**src/rtl/uart_pkg.sv**
```systemverilog
// uart_pkg: types and constants shared by the UART receiver and transmitter.
//   uart_state_t   : frame state machine encoding
//   UART_DATA_BITS : data bits per frame (8N1)
//   UART_CNT_W     : width of the bit-period counter (CLKS_PER_BIT up to 65535)
package uart_pkg;

  localparam int UART_DATA_BITS = 8;
  localparam int UART_CNT_W     = 16;

  typedef enum logic [2:0] {
    S_IDLE,
    S_START,
    S_DATA,
    S_STOP,
    S_CLEANUP
  } uart_state_t;

endpackage

```
**src/rtl/uart_rx_sync.sv**
```systemverilog
// uart_rx_sync: brings the asynchronous RX pin into the i_Clock domain and
// flags a high-to-low transition of the synchronised line.
//   i_Clock     : system clock
//   i_Reset     : asynchronous reset, active-high; all flops reset to idle-high
//   i_Rx_Serial : raw RX pin
//   o_rx_s      : synchronised RX level
//   o_fall      : previous synchronised sample high, current one low
module uart_rx_sync (
  input  logic i_Clock,
  input  logic i_Reset,
  input  logic i_Rx_Serial,
  output logic o_rx_s,
  output logic o_fall
);

  logic rx_meta_q, rx_meta_d;
  logic rx_s_q,    rx_s_d;
  logic rx_prev_q, rx_prev_d;

  always_comb begin
    rx_meta_d = i_Rx_Serial;
    rx_s_d    = rx_meta_q;
    rx_prev_d = rx_s_q;
  end

  // Reset to 1 so that a line already idling high never looks like a start edge.
  always_ff @(posedge i_Clock or posedge i_Reset) begin
    if (i_Reset) begin
      rx_meta_q <= 1'b1;
      rx_s_q    <= 1'b1;
      rx_prev_q <= 1'b1;
    end else begin
      rx_meta_q <= rx_meta_d;
      rx_s_q    <= rx_s_d;
      rx_prev_q <= rx_prev_d;
    end
  end

  assign o_rx_s = rx_s_q;
  assign o_fall = rx_prev_q & ~rx_s_q;

endmodule

```
**src/rtl/uart_rx.sv**
```systemverilog
// uart_rx: 8N1 LSB-first UART receiver with mid-bit sampling.
//   i_Clock        : system clock, rising edge
//   i_Reset        : asynchronous reset, active-high
//   i_Rx_Serial    : RX pin, asynchronous, idles high
//   o_Rx_DV        : 1-cycle strobe, o_Rx_Byte holds a freshly received byte
//   o_Rx_Byte      : last good byte, held until the next good byte
//   o_Rx_Frame_Err : 1-cycle strobe, stop bit sampled low and byte discarded
//   o_Rx_Active    : high while a frame is being received
//
// state     | meaning
// S_IDLE    | waiting for a falling edge on the synchronised line
// S_START   | half a bit in, re-check the start bit to reject glitches
// S_DATA    | sample one data bit per full bit period, LSB first
// S_STOP    | sample the stop bit, deliver byte or flag framing error
// S_CLEANUP | one cycle gap before returning to idle
module uart_rx
  import uart_pkg::*;
#(
  parameter int CLKS_PER_BIT = 234
) (
  input  logic       i_Clock,
  input  logic       i_Reset,
  input  logic       i_Rx_Serial,
  output logic       o_Rx_DV,
  output logic [7:0] o_Rx_Byte,
  output logic       o_Rx_Frame_Err,
  output logic       o_Rx_Active
);

  localparam logic [UART_CNT_W-1:0] HALF = UART_CNT_W'((CLKS_PER_BIT - 1) / 2);
  localparam logic [UART_CNT_W-1:0] FULL = UART_CNT_W'(CLKS_PER_BIT - 1);
  localparam logic [2:0]            LAST_BIT = 3'(UART_DATA_BITS - 1);

  logic rx_s;
  logic fall;

  uart_rx_sync u_sync (
    .i_Clock     (i_Clock),
    .i_Reset     (i_Reset),
    .i_Rx_Serial (i_Rx_Serial),
    .o_rx_s      (rx_s),
    .o_fall      (fall)
  );

  uart_state_t                 state_q,   state_d;
  logic [UART_CNT_W-1:0]       cnt_q,     cnt_d;
  logic [2:0]                  bit_idx_q, bit_idx_d;
  logic [UART_DATA_BITS-1:0]   shift_q,   shift_d;
  logic [UART_DATA_BITS-1:0]   byte_q,    byte_d;
  logic                        dv_q,      dv_d;
  logic                        ferr_q,    ferr_d;

  logic tick_half;
  logic tick_full;

  assign tick_half = (cnt_q == HALF);
  assign tick_full = (cnt_q == FULL);

  // State register and datapath flops.
  always_ff @(posedge i_Clock or posedge i_Reset) begin
    if (i_Reset) begin
      state_q   <= S_IDLE;
      cnt_q     <= '0;
      bit_idx_q <= '0;
      shift_q   <= '0;
      byte_q    <= '0;
      dv_q      <= 1'b0;
      ferr_q    <= 1'b0;
    end else begin
      state_q   <= state_d;
      cnt_q     <= cnt_d;
      bit_idx_q <= bit_idx_d;
      shift_q   <= shift_d;
      byte_q    <= byte_d;
      dv_q      <= dv_d;
      ferr_q    <= ferr_d;
    end
  end

  // Next-state logic. Only a falling edge leaves idle, so a held-low break
  // line cannot re-trigger the receiver.
  always_comb begin
    state_d = state_q;
    case (state_q)
      S_IDLE:    if (fall) state_d = S_START;
      S_START:   if (tick_half) state_d = rx_s ? S_IDLE : S_DATA;
      S_DATA:    if (tick_full && (bit_idx_q == LAST_BIT)) state_d = S_STOP;
      S_STOP:    if (tick_full) state_d = S_CLEANUP;
      S_CLEANUP: state_d = S_IDLE;
      default:   state_d = S_IDLE;
    endcase
  end

  // Counter, bit index, shift register and result strobes.
  always_comb begin
    cnt_d     = cnt_q;
    bit_idx_d = bit_idx_q;
    shift_d   = shift_q;
    byte_d    = byte_q;
    dv_d      = 1'b0;
    ferr_d    = 1'b0;

    // Counter restarts on every state change and at each data-bit boundary.
    if ((state_d != state_q) || (state_q == S_DATA && tick_full)) begin
      cnt_d = '0;
    end else if (state_q == S_START || state_q == S_DATA || state_q == S_STOP) begin
      cnt_d = cnt_q + 1'b1;
    end else begin
      cnt_d = '0;
    end

    case (state_q)
      S_START: bit_idx_d = '0;
      S_DATA: begin
        if (tick_full) begin
          shift_d[bit_idx_q] = rx_s;
          bit_idx_d          = bit_idx_q + 3'd1;
        end
      end
      S_STOP: begin
        if (tick_full) begin
          if (rx_s) begin
            byte_d = shift_q;
            dv_d   = 1'b1;
          end else begin
            ferr_d = 1'b1;
          end
        end
      end
      default: ;
    endcase
  end

  // Outputs.
  always_comb begin
    o_Rx_Active    = (state_q == S_START) || (state_q == S_DATA) || (state_q == S_STOP);
    o_Rx_DV        = dv_q;
    o_Rx_Frame_Err = ferr_q;
    o_Rx_Byte      = byte_q;
  end

endmodule

```
**config.mk**
```make
export PLATFORM = sky130hd
export DESIGN_NAME = uart_rx
export DESIGN_NICKNAME = d
export VERILOG_FILES = /design/src/rtl/uart_pkg.sv /design/src/rtl/uart_rx_sync.sv /design/src/rtl/uart_rx.sv
export SDC_FILE = /design/constraint.sdc
export NUM_CORES = 1
export LEC_CHECK = 0
export BUFFER_PORTS_ARGS = -buffer_cell sky130_fd_sc_hd__buf_2
export CORE_ASPECT_RATIO = 0.6
export CORE_UTILIZATION = 50
export CTS_CLUSTER_SIZE = 16
export DETAILED_ROUTE_END_ITERATION = 12
export PLACE_DENSITY = 0.73
export SYNTH_ARGS = -nofsm -noshare
export SYNTH_HDL_FRONTEND = slang
export SYNTH_HIERARCHICAL = 1
export SYNTH_SLANG_ARGS = --single-unit
```
**constraint.sdc**
```tcl
create_clock -name i_Clock -period 3.85 [get_ports i_Clock]
set_input_delay 1.155 -clock i_Clock [delete_from_list [all_inputs] [get_ports i_Clock]]
set_output_delay 1.155 -clock i_Clock [all_outputs]
set_load 0.02 [all_outputs]
```
Word-level counts from Yosys, hierarchy flattened
Index checks and enable logic that the tools add are counted.
- bits in writable memories: 0
- output and inout bits: 11
- ROM bits: 0
- register bits: 43
- memories kept: 0
- input bits: 3
- word-level logic and storage cells: 54
- bits in latches: 0
- multiplexer cells: 19
- divide/modulo/power cells: 0
- multiply operators: 0
- eq/ne operators: 8
- shift-type cells: 0
- bitwise operators: 2
- reductions and logical operators: 11
- magnitude comparators: 2
- add/subtract/negate cells: 2
- operator list (cell ; count):
    $mux 16 ; 2
    $add 16x1->16 const B ; 1
    $eq 16x7->1 const B ; 1
    $eq 16x8->1 const B ; 1
    $mux 3 ; 5
    $pmux 3 s4 ; 1
    $bwmux 8 ; 1
    $mux 1 ; 7
    $eq 3x2->1 const B ; 2
    $pmux 3 s2 ; 1
    $lt 3x4->1 const B ; 1
    $reduce_and 2->1 ; 2
    $add 3x1->3 const B ; 1
    $demux 1 s3 ; 1
    $eq 3x1->1 const B ; 1
    $eq 3x3->1 const B ; 1
    $ge 3x1->1 const B ; 1
    $logic_and 1x1->1 ; 3
    $logic_not 3->1 ; 1
    $logic_or 1x1->1 ; 3
    $ne 3x3->1 ; 1
    $reduce_and 3->1 ; 1
    $mux 2 ; 1
    $ne 2x2->1 const B ; 1
    other kinds (3) ; 3

Longest topological paths before layout
- word-level depth: 7
- gate-level depth with buffers: 8
- depth with buffers taken out: 6

Modules after synthesis
Netlist, hierarchy kept.
- by module, submodules not included (module ; sequential area each (um^2) ; cells an instance ; instances ; area an instance (um^2)):
    uart_rx ; 1001.0 ; 182 ; 1 ; 2009.4
    uart_rx_sync ; 78.8 ; 5 ; 1 ; 96.3

Least setup slack after synthesis
OpenSTA, ideal clock, no wires.
- path kind: flip-flop to output port
- start point: reg state_q[0]
- end point: out o_Rx_Active
- arrival time: 0.974 ns
- data required time: 2.695 ns
- cell stages (with the launch flop): 4
- slack: 1.721 ns
- path buffers: 1
- cells stage by stage: dfrtp_1 > clkbuf_1 > nor2_1 > nor2_1
- word-level cells in the longest chain between the ends: 3
- elaborated cells on any way between the ends: 5
- those cells by class: 3 x eq/ne; 2 x reduce/logical
- RTL lines (item ; RTL line ; RTL):
    start: declaration ; uart_rx.sv:45 ; uart_state_t state_q, state_d;
    start signal: assignment ; uart_rx.sv:70 ; state_q <= state_d;
    $eq 3x1->1 / $eq 3x2->1 (equally long branches) ; uart_rx.sv:136 ; o_Rx_Active = (state_q == S_START) || (state_q == S_DATA) || (state_q == S_STOP);
    $logic_or 1x1->1 ; uart_rx.sv:136 ;
    $logic_or 1x1->1 * ; uart_rx.sv:136 ;
    end: declaration ; uart_rx.sv:27 ; output logic o_Rx_Active
Every way passes the cells marked *; elsewhere a longest branch is shown, timed or not.

Worst setup path after layout
- start point: reg cnt_q[1]
- end point: reg cnt_q[6]
- word-level cells in the longest chain between the ends: 7
- elaborated cells on any way between the ends: 13
- those cells by class: 1 x add/sub; 3 x eq/ne; 6 x mux; 3 x reduce/logical
- RTL lines (item ; RTL line ; RTL):
    start: declaration ; uart_rx.sv:46 ; logic [UART_CNT_W-1:0] cnt_q, cnt_d;
    start signal: assignment ; uart_rx.sv:71 ; cnt_q <= cnt_d;
    $eq 16x8->1 ; uart_rx.sv:57 ; assign tick_full = (cnt_q == FULL);
    $logic_and 1x1->1 ; uart_rx.sv:87 ; S_DATA: if (tick_full && (bit_idx_q == LAST_BIT)) state_d = S_STOP;
    $mux 3 ; uart_rx.sv:87 ;
    $pmux 3 s4 ; uart_rx.sv:84 ; case (state_q)
    $ne 3x3->1 ; uart_rx.sv:104 ; if ((state_d != state_q) || (state_q == S_DATA && tick_full)) begin
    $logic_or 1x1->1 ; uart_rx.sv:104 ;
    $mux 16 * ; uart_rx.sv:104 ;
    named net cnt_d[6] ; uart_rx.sv:46 ;
The timed path passes the listed nets; every way through them passes the cells marked *.
A chain may end at the register's enable or synchronous reset.

==> reports/summary.txt <==
Leak - 1.112 nW
Final setup TNS - 0 ns
Leading cell types by count after synthesis - 40 x dfrtp_1, 14 x mux2_1, 14 x nor3_1
CTS resizes - 0
CTS buffer count - 5
Vias - 1474
CTS tree - yes
CP Launch Type - flop
Clock Latency Late Sink - 0.29 ns
Via density - 5.780
RePlAce Congestion - 0.8808
Mapped Area - 2106 µm²
Worst slew pin tran - 0.7004 ns
I/O pin count - 14
Vias in the first global route - 1372
Setup bufs post-CTS - 0
Mean Syn Cell Area - 11.26 µm²
Nets - 205
Post-route DRC - 0
Full die area - 4484 µm²
Setup-failing EPs final - 0
P&R area growth vs syn - 9.269%
Final Skew - 0.006622 ns
Most frequent cell after synthesis - dfrtp_1
Pre-CTS setup slack - 1.494 ns
Fin crit share - 62.07%
Root buffer cell - clkbuf_8
Overall routed net length - 4.172 mm
First-pass GRT wire length - 6.699 mm
Distinct cells, synth - 40
Syn_nets - 195
WS Path Type - reg2reg
Slew Limit Fails - 0
P per Cell Area - 418.2 nW/µm²
Register area - 1080 µm²
Worst EP arrival - 2.51 ns
Die Span Y - 52.27 µm
Ys flop type - dfrtp_1
CTS max path bufs - 2
CTS Sinks - 43
Status - finished, final reports clean
Post-DRT Antenna Nets - 0
Largest net degree at the start of global routing - 24
Slew HR - 53.31%
DRT iter0 DRCs - 145
Cells after synthesis - 187
Hold Crit Class - reg2reg
Hpwl dp - 3.037 mm
Final WS setup - 1.460 ns
FILL cells - 316
Share of cells above drive strength 1 - 16.67%
Unrepaired setup endpoints after global routing - false
Seq/Total Area, Yosys - 51.28%
Cts hold-fix bufs - 0
Async set-reset flop share out of synthesis - 100.0%
Clock slew seen by the registers of the worst setup and hold paths - 0.07 ns
DR WL/cell - 16.36 µm
Synth area leader - dfrtp_1
Grt total ovfl - 0
GRT Total Usage - 20.57%
Peak Freq - 0.4185 GHz
Peak VDD IR - 246.1 µV
Min Tclk post-route - 2.390 ns
Setup slack, reg-to-reg - 1.46 ns
Post-synth EDFFs - 0
CORE AREA - 3850 µm²
Num rows - 17
Main area contributors after synthesis - dfrtp_1 48%, mux2_1 7.5%, dfstp_2 3.7%
Data required, critical path - 3.97 ns
Initial Utilization - 54.70%
Element type at the critical path end - flop
PortBufs - 13
Synth top area share - 47.53%
N_diodes - 0
TritonRoute pass-1 iters - 5
Chip width - 85.78 µm
FF+latch count, synth - 43
Synthesis Warnings - 6
Antenna violations before repair - 0
Final Hold Violating Endpoints - 0
Max cap viols - 0
H-tree depth - 2
Multi-input gate area - 950.9 µm²
Crit-path max FO - 16
-- metal layers --
layer | vias to the layer above | GRT usage (%) | wire (µm)
met5 | - | 0 | 0
met4 | 0 | 4.167 | 14
met3 | 2 | 5.197 | 223
met2 | 38 | 31.33 | 1850
met1 | 732 | 29.96 | 2084
li1 | 702 | - | -
-- worst max-delay path, stage by stage, from the launching register on --
cell and delay [ns]:
dfrtp_1 0.41, inv_1 0.09, ha_1 0.13, nor4bb_2 0.34, nand4_2 0.39, a22oi_2 0.71
a2111oi_0 0.16
-- power breakdown --
part	internal, mW	switching (mW)
Sequential	0.483	0.0493
Combinational	0.0554	0.0690
Clock	0.164	0.142
-- layout make-up --
cell class	instances	share of cell area (%)
Clock buffer	8	4.350
Inverter	7	1.142
Tap cell	57	3.100
Timing Repair Buffer	14	3.154
Multi-Input combinational cell	126	41.33
Sequential cell	43	46.93
-- cells by family (layout without fill, tap and decap cells) --
family                     count (synthesis)  count (layout)  share of synthesized area, %
and+or+nand+nor                           75              75                         22.40
DFF                                       43              43                         51.28
AOI/OAI and AO/OA                         21              21                         7.487
buffers and inverters                     18              29                         3.565
muxes                                     16              16                         8.556
xor gates and xnor gates                   9               9                         3.743
adders and majority gates                  5               5                         2.971
-- placed cells by master (no fill, tap or decap), drive strengths merged, types with 3 or more instances in the layout --
| cell type | instances |
|---|---|
| inv | 7 |
| or3 | 5 |
| dfstp | 3 |
| nor2 | 12 |
| xnor2 | 4 |
| nand3 | 6 |
| o21ai | 4 |
| xor2 | 5 |
| a21oi | 4 |
| and3 | 5 |
| nand2 | 8 |
| clkbuf | 8 |
| a32o | 4 |
| dfrtp | 40 |
| a31oi | 3 |
| nor4 | 4 |
| nand4 | 8 |
| mux2 | 16 |
| nor3 | 14 |
| ha | 5 |
| buf | 14 |
-- state kept, by name (all words and copies together) (netlist names) --
register / flops
shift_q: 8
o_Rx_DV: 1
o_Rx_Byte: 8
bit_idx_q: 3
cnt_q: 16
u_sync/rx_meta_q: 1
u_sync/o_rx_s: 1
state_q: 3
u_sync/rx_prev_q: 1
o_Rx_Frame_Err: 1
-- final timing paths --
| path | endpoint | start | cells past startpoint |
|---|---|---|---|
| min in group asynchronous | u_sync/rx_prev_q$_DFF_PP1_ | i_Reset | 2 |
| worst max register to register | cnt_q[6]$_DFF_PP0_ | cnt_q[1]$_DFF_PP0_ | 6 |
| max in group asynchronous | cnt_q[6]$_DFF_PP0_ | i_Reset | 3 |
| worst max-delay path | cnt_q[6]$_DFF_PP0_ | cnt_q[1]$_DFF_PP0_ | 6 |
| worst min-delay path | u_sync/o_rx_s$_DFF_PP1_ | u_sync/rx_meta_q$_DFF_PP1_ | 0 |
| worst min register to register | u_sync/o_rx_s$_DFF_PP1_ | u_sync/rx_meta_q$_DFF_PP1_ | 0 |
-- per-stage QoR --
step           cells  hold slack (ns)  area [µm²]  utilization, %  power (mW)
2_1_floorplan    187           0.3452        2106               -      0.6272
6_report         255           0.3573        2301           59.77      0.9623
4_1_cts          255           0.3586        2301           59.77      0.9725
5_1_grt          255           0.3604        2301           59.77       1.008
3_3_place_gp     247           0.3476        2201           57.17      0.6512
3_5_place_dp     247           0.3473        2201           57.17      0.6621
Power figures use the tool's default switching activity.
